`src/rtl/serial_add_pkg.sv`:
```
// Shared types and limits for the bit-serial adder sequencer.
// Imported by serial_adder_ctrl; optional overflow flag via SERIAL_ADD_OVF_EN.
package serial_add_pkg;

    typedef enum logic [1:0] {
        IDLE = 2'd0,
        RUN  = 2'd1,
        DONE = 2'd2
    } state_t;

    localparam int WIDTH_MIN = 2;
    localparam int WIDTH_MAX = 32;

    function automatic bit width_ok(input int w);
        return (w >= WIDTH_MIN) && (w <= WIDTH_MAX);
    endfunction

endpackage

```
`src/rtl/full_adder_cell.sv`:
```
// One-bit full adder; the only arithmetic in the serial adder.
// Purely combinational.
module full_adder_cell (
    input  logic x,
    input  logic y,
    input  logic ci,
    output logic s,
    output logic co
);

    assign s  = x ^ y ^ ci;
    assign co = (x & y) | (x & ci) | (y & ci);

endmodule

```
`src/rtl/serial_adder_ctrl.sv`:
```
// Bit-serial adder sequencer: one full-adder cell reused WIDTH times, LSB first.
// Define SERIAL_ADD_OVF_EN to add the registered signed-overflow output ovf.
module serial_adder_ctrl
    import serial_add_pkg::*;
#(
    parameter int WIDTH = 8
) (
    input  logic             clk,
    input  logic             rst,
    input  logic             start,
    input  logic [WIDTH-1:0] a,
    input  logic [WIDTH-1:0] b,
    input  logic             cin,
    output logic             busy,
    output logic             done,
    output logic [WIDTH-1:0] sum,
    output logic             cout
`ifdef SERIAL_ADD_OVF_EN
    ,
    output logic             ovf
`endif
);

    localparam int CW = (WIDTH > 1) ? $clog2(WIDTH) : 1;
    localparam logic [CW-1:0] LAST = CW'(WIDTH - 1);

    if (!width_ok(WIDTH)) begin : g_bad_width
        $error("serial_adder_ctrl: WIDTH must be in 2..32");
    end

    state_t state;
    state_t state_nxt;

    logic [CW-1:0]    cnt;
    logic [WIDTH-1:0] a_sr;
    logic [WIDTH-1:0] b_sr;
    logic             carry;

    logic fa_s;
    logic fa_co;
    logic accept;
    logic step;
    logic last;

    full_adder_cell u_cell (
        .x  (a_sr[0]),
        .y  (b_sr[0]),
        .ci (carry),
        .s  (fa_s),
        .co (fa_co)
    );

    always_comb begin
        accept = 1'b0;
        step   = 1'b0;
        last   = 1'b0;
        if (state == IDLE || state == DONE) begin
            accept = start;
        end
        if (state == RUN) begin
            step = 1'b1;
            last = (cnt == LAST);
        end
    end

    always_comb begin
        state_nxt = state;
        busy      = 1'b0;
        done      = 1'b0;
        unique case (state)
            IDLE: begin
                if (start) state_nxt = RUN;
            end
            RUN: begin
                busy = 1'b1;
                if (last) state_nxt = DONE;
            end
            DONE: begin
                done      = 1'b1;
                state_nxt = start ? RUN : IDLE;
            end
            default: state_nxt = IDLE;
        endcase
    end

    always_ff @(posedge clk) begin
        if (rst) begin
            state <= IDLE;
        end else begin
            state <= state_nxt;
        end
    end

    // Sum bits enter at the MSB so the LSB-first result lands aligned after WIDTH shifts.
    always_ff @(posedge clk) begin
        if (rst) begin
            cnt   <= '0;
            a_sr  <= '0;
            b_sr  <= '0;
            carry <= 1'b0;
            sum   <= '0;
            cout  <= 1'b0;
        end else if (accept) begin
            cnt   <= '0;
            a_sr  <= a;
            b_sr  <= b;
            carry <= cin;
            sum   <= '0;
            cout  <= 1'b0;
        end else if (step) begin
            cnt   <= cnt + CW'(1);
            a_sr  <= a_sr >> 1;
            b_sr  <= b_sr >> 1;
            carry <= fa_co;
            sum   <= {fa_s, sum[WIDTH-1:1]};
            if (last) cout <= fa_co;
        end
    end

`ifdef SERIAL_ADD_OVF_EN
    // On the last step the carry flop holds the carry into the MSB.
    always_ff @(posedge clk) begin
        if (rst || accept) begin
            ovf <= 1'b0;
        end else if (last) begin
            ovf <= carry ^ fa_co;
        end
    end
`endif

endmodule

```
`config.mk`:
```
export PLATFORM = sky130hd
export DESIGN_NAME = serial_adder_ctrl
export DESIGN_NICKNAME = d
export VERILOG_FILES = /design/src/rtl/serial_add_pkg.sv /design/src/rtl/full_adder_cell.sv /design/src/rtl/serial_adder_ctrl.sv
export SDC_FILE = /design/constraint.sdc
export NUM_CORES = 1
export LEC_CHECK = 0
export CORE_MARGIN = 2
export CORE_UTILIZATION = 39
export DETAILED_ROUTE_END_ITERATION = 8
export PLACE_DENSITY = 0.69
export SLEW_MARGIN = 20
export SYNTH_ARGS = -nofsm -noshare
export SYNTH_HDL_FRONTEND = slang
export SYNTH_SLANG_ARGS = --single-unit
```
`constraint.sdc`:
```
create_clock -name clk -period 1.16 [get_ports clk]
set_input_delay 0.232 -clock clk [delete_from_list [all_inputs] [get_ports clk]]
set_output_delay 0.232 -clock clk [all_outputs]
set_load 0.01 [all_outputs]
```
# Word-level counts from Yosys, hierarchy flattened
# Index checks and enable logic that the tools add are counted.
# Widths: inputs -> output; s select.
[word_totals]
in_bits = 20
word_cells = 40
out_inout_bits = 11
regBits = 31
[classes]
n_mux = 14
eq_ne = 5
addsub = 1
bitwise_logic = 7
reduce_logical = 6
[op_table]
columns = ["op", "count"]
rows = [
  ["$mux 8", 4],
  ["$mux 1", 7],
  ["$pmux 2 s3", 1],
  ["$mux 2", 2],
  ["$ne 2x2->1 const B", 2],
  ["$reduce_and 2->1", 2],
  ["$add 3x1->3 const B", 1],
  ["$and 1x1->1", 3],
  ["$eq 3x3->1 const B", 1],
  ["$eq 2x1->1 const B", 1],
  ["$eq 2x2->1 const B", 1],
  ["$logic_not 2->1", 1],
  ["$or 1x1->1", 2],
  ["$reduce_bool 2->1", 1],
  ["$reduce_or 2->1", 1],
  ["$xor 1x1->1", 2],
  ["$logic_or 1x1->1", 1],
]

# Longest topological paths before layout
[depth]
ltp_word = 5
depth_mapped = 7
ltp_nobuf = 5

# Modules after synthesis
# Synthesis repeated with hierarchy kept, for this count alone.
[hier_totals]
hier_cells = 145
area_unflattened_um2 = 1290.0
[modules_own_cells]
columns = ["module", "seq_area_each_um2", "n_inst", "area_each_um2", "cells_per_inst"]
rows = [
  ["serial_adder_ctrl", 620.6, 1, 1270.0, 144],
  ["full_adder_cell", 0.0, 1, 20.0, 1],
]

# Worst setup path after synthesis
# No wires, ideal clock.
[synth_path]
path_kind = "register to register"
start = "register state[0]"
end = "register a_sr[2]"
setup_slack_ns = 0.040
path_stages_with_launch = 6
synth_period_minus_slack_ns = 1.120
arrival_ns = 0.988
path_cell_list = "dfxtp_1 > and2b_1 > buf_2 > buf_4 > nor3_1 > nor3_1"
[synth_between]
elab_chain_len = 4
word_cells_on_any_way = 8
[synth_rtl]
columns = ["item", "line", "text"]
rows = [
  ["from (decl)", "serial_adder_ctrl.sv:31", "state_t state;"],
  ["from (signal assigned)", "serial_adder_ctrl.sv:90", "state <= state_nxt;"],
  ["$eq 2x2->1 or $logic_not 2->1 (tied branches)", "serial_adder_ctrl.sv:57", "if (state == IDLE || state == DONE) begin"],
  ["$logic_or 1x1->1", "serial_adder_ctrl.sv:57", ""],
  ["$mux 1", "serial_adder_ctrl.sv:57", ""],
  ["$mux 8 or $reduce_bool 2->1 (tied branches)", "--", ""],
  ["to (signal assigned)", "serial_adder_ctrl.sv:112", "a_sr <= a_sr >> 1;"],
  ["to (decl)", "serial_adder_ctrl.sv:35", "logic [WIDTH-1:0] a_sr;"],
]
# Parallel ways exist; a longest one is shown, timed or not.
# A chain may end at the register's enable or synchronous reset.

# Worst setup path in the final report
[layout_path]
start = "register state[0]"
end = "register a_sr[0]"
# The elaborated chain is that of the path after synthesis.

==> impl_metrics.ini <==
[timing]
rsz0062_at_grt = true
finalCriticalPeriod_ns = 1.26
setup_viol = 15
finalClockSkew_ns = 0.00755
fin_crit_sh_pct = 108
relSlewSlack_pct = 84.6
tns_ns = -0.633
fmax_ghz = 0.795
slew_viol_final = 0
hold_violations = 0
final.setup.worst_slack_ns = -0.0984
worstMarginPinSlew_ns = 0.231

[synthesis]
synthArstFlopShare_pct = 0
yosys_most_used_dff = dfxtp_1
synth.cell_area_mm2 = 0.00129
seq_area_frac_synth_pct = 47.9
yosysTopAreaCellShare_pct = 47.9
syn_inst = 144
synthDistinctLibCells = 26
syn_area_per_cell_um2 = 8.99
ys_warn_count = 0
ys_ff_latch = 31
synth-edff-count = 0
synth_top_area_cell = dfxtp_1
synthTopCellsByArea = dfxtp_1, nor3_1, nand2_1
syn-num-nets = 167

[routing]
vias = 1191
drt-wirelength-per-cell_um = 14.3
drc = 0
ant_nets = 0
routed_wirelength_um = 3230
vias_per_cell = 5.29
dr.pass1.iters = 4
first_iter_violations = 62

[critical_path]
crit_cells = 5
reg2reg_setup_slack_ns = -0.1
startpoint = state[0]
crit_buf_inv = 2
cp.required_ns = 1.39
r2r-start = state[0]
critPathMaxFanout = 7
cp_top_family = flip-flops
cpPeakStageDelay_ns = 0.40
cpMaxStageDelayCell = dfxtp_4
cp-end-kind = register
cp_data_arrival_time_ns = 1.49
rr_worst_depth = 5
path_class = register to register
startpoint_type = register
worstReg2RegEnd = a_sr[0]
crit_path_cell_trace = buf_6, and2b_2, clkbuf_16, a22oi_2, a21oi_1

[global_route]
overflow = 0
top_usage_layer = met2
met2_usage_pct = 28.9
grt_max_degree = 29
antenna_found_initial = 0
gr-usage-all-layers_pct = 18.0
use_met1_pct = 20.3
grt_pass1_wl_um = 4800
met3_usage_pct = 7.14
grt_pass1_vias = 1121

[final_layout]
drive_gt1_share_pct = 38.1
nets = 204
synthToLayoutAreaGrowth_pct = 41.9
final_area_mm2 = 0.00184
antennaDiodeCount = 0

[clocking]
cts.path.max_buffers = 2
cts_tree = done
cts_sinks = 31
cts_hold_buf = 0
cts-buffers-inserted = 5
root_buffer = clkbuf_4
path_clk_slew_ns = 0.10
htreeDepth = 2
clock_latency_ns = 0.34

[die]
fp-row-count = 20
die-area_mm2 = 0.00380
design.core.area_mm2 = 0.00310
ios = 31
die_w_um = 61.6
fp.dieH_um = 61.6
start_util_pct = 41.7

[worst_hold_path]
min_from = sum[3]
hold_class = register to register
min_delay_path_depth = 2
min_to = sum[2]

[placed_design]
dpl-instance-area_mm2 = 0.00165
io_buffers = 30
gp_congestion = 0.755
hpwl_um = 1900

[outcome]
violations = negative setup slack
outcome = finished, violations left

[power_and_ir_drop]
power_leakage_nw = 0.695
finalPower_mw = 2.29
power_density_mw_per_mm2 = 1240
peakVddDrop_v = 0.000638

[job]
drv_cap = 0
-- cells in the mapped netlist (3+ instances only) --
library cell / number
nor3_1: 19
nand2_1: 25
dfxtp_1: 31
nor2_1: 5
a21oi_1: 13
buf_6: 5
nand3_1: 5
nand2b_1: 3
buf_2: 5
a22oi_1: 3
o22ai_1: 10
-- through the flow --
step | hold WS, ns | setup slack (ns) | cells | util (%)
after floorplan | 0.368 | 0.0399 | 144 | -
after global placement | 0.440 | -0.206 | 215 | 53.2
after detailed placement | 0.453 | -0.239 | 215 | 53.2
after CTS | 0.460 | -0.0560 | 222 | 56.2
after global routing | 0.481 | -0.145 | 225 | 59.2
final | 0.461 | -0.0984 | 225 | 59.2
-- tightest hold or removal path: stages, from the launching register on --
cell and delay [ns]:
dfxtp_2 0.33, nand2_1 0.05, a21oi_1 0.05
-- final cells by class --
class	count	area [um2]
multi-input cells	99	671
clock buffers	6	51.3
clock inverters	1	5.00
repair buffers	43	414
fillers	299	1260
well taps	44	55.1
flip-flops and latches	31	636
inverters	1	6.26
-- cell families (layout without fill, tap and decap cells) --
| group | after synthesis | in the layout | share of synthesized area [%] |
|---|---|---|---|
| simple gates | 63 | 63 | 23.1 |
| compound gates | 31 | 31 | 15.8 |
| flops | 31 | 31 | 47.9 |
| buf+inv | 14 | 51 | 8.21 |
| fa+ha+maj | 3 | 3 | 3.48 |
| xor+xnor | 1 | 1 | 0.676 |
| mux | 1 | 1 | 0.773 |
-- repair_timing --
action / in CTS / in global routing
resized for setup: 45 / 37
setup endpoints to repair: 39 / 39
pin swaps: 0 / 4
buffers inserted: 0 / 2
gates cloned: 0 / 1
-- cell usage in the layout (no fill, tap or decap), types with 2 or more instances in the layout --
master	synthesis	layout
a311oi_2	2	2
a22oi_2	0	3
nand2_1	25	24
dfxtp_1	31	21
buf_6	5	5
clkbuf_4	0	5
a21oi_2	2	5
nor3_1	19	12
nor3_2	2	8
nand2b_4	0	2
nor2_1	5	5
dfxtp_2	0	9
clkdlybuf4s50_1	0	19
buf_12	0	2
clkbuf_2	0	2
a21oi_1	13	10
o22ai_1	10	9
nand3_1	5	5
buf_4	2	5
buf_2	5	8
-- worst max path at each step --
stage,end,slack [ns]
finish,a_sr[0],-0.1
global route,a_sr[0],-0.14
CTS,a_sr[5],-0.06
detailed placement,a_sr[5],-0.24
global placement,a_sr[5],-0.21
floorplan,a_sr[2],0.04
-- sequential cells by signal, summed over array words and instances (netlist names) --
name   count
cout       1
carry      1
a_sr       8
state      2
sum        8
b_sr       8
cnt        3
-- metal layers --
| metal | routed length, um | part of all wire (%) |
|---|---|---|
| met5 | 0 | 0 |
| met4 | 122 | 3.8 |
| met3 | 165 | 5.1 |
| met2 | 1590 | 49 |
| met1 | 1350 | 42 |
-- power breakdown --
part,switching [mW],internal [mW]
clock network,0.378,0.280
logic,0.213,0.239
registers,0.0501,1.13
(Power assumes the default switching activity.)
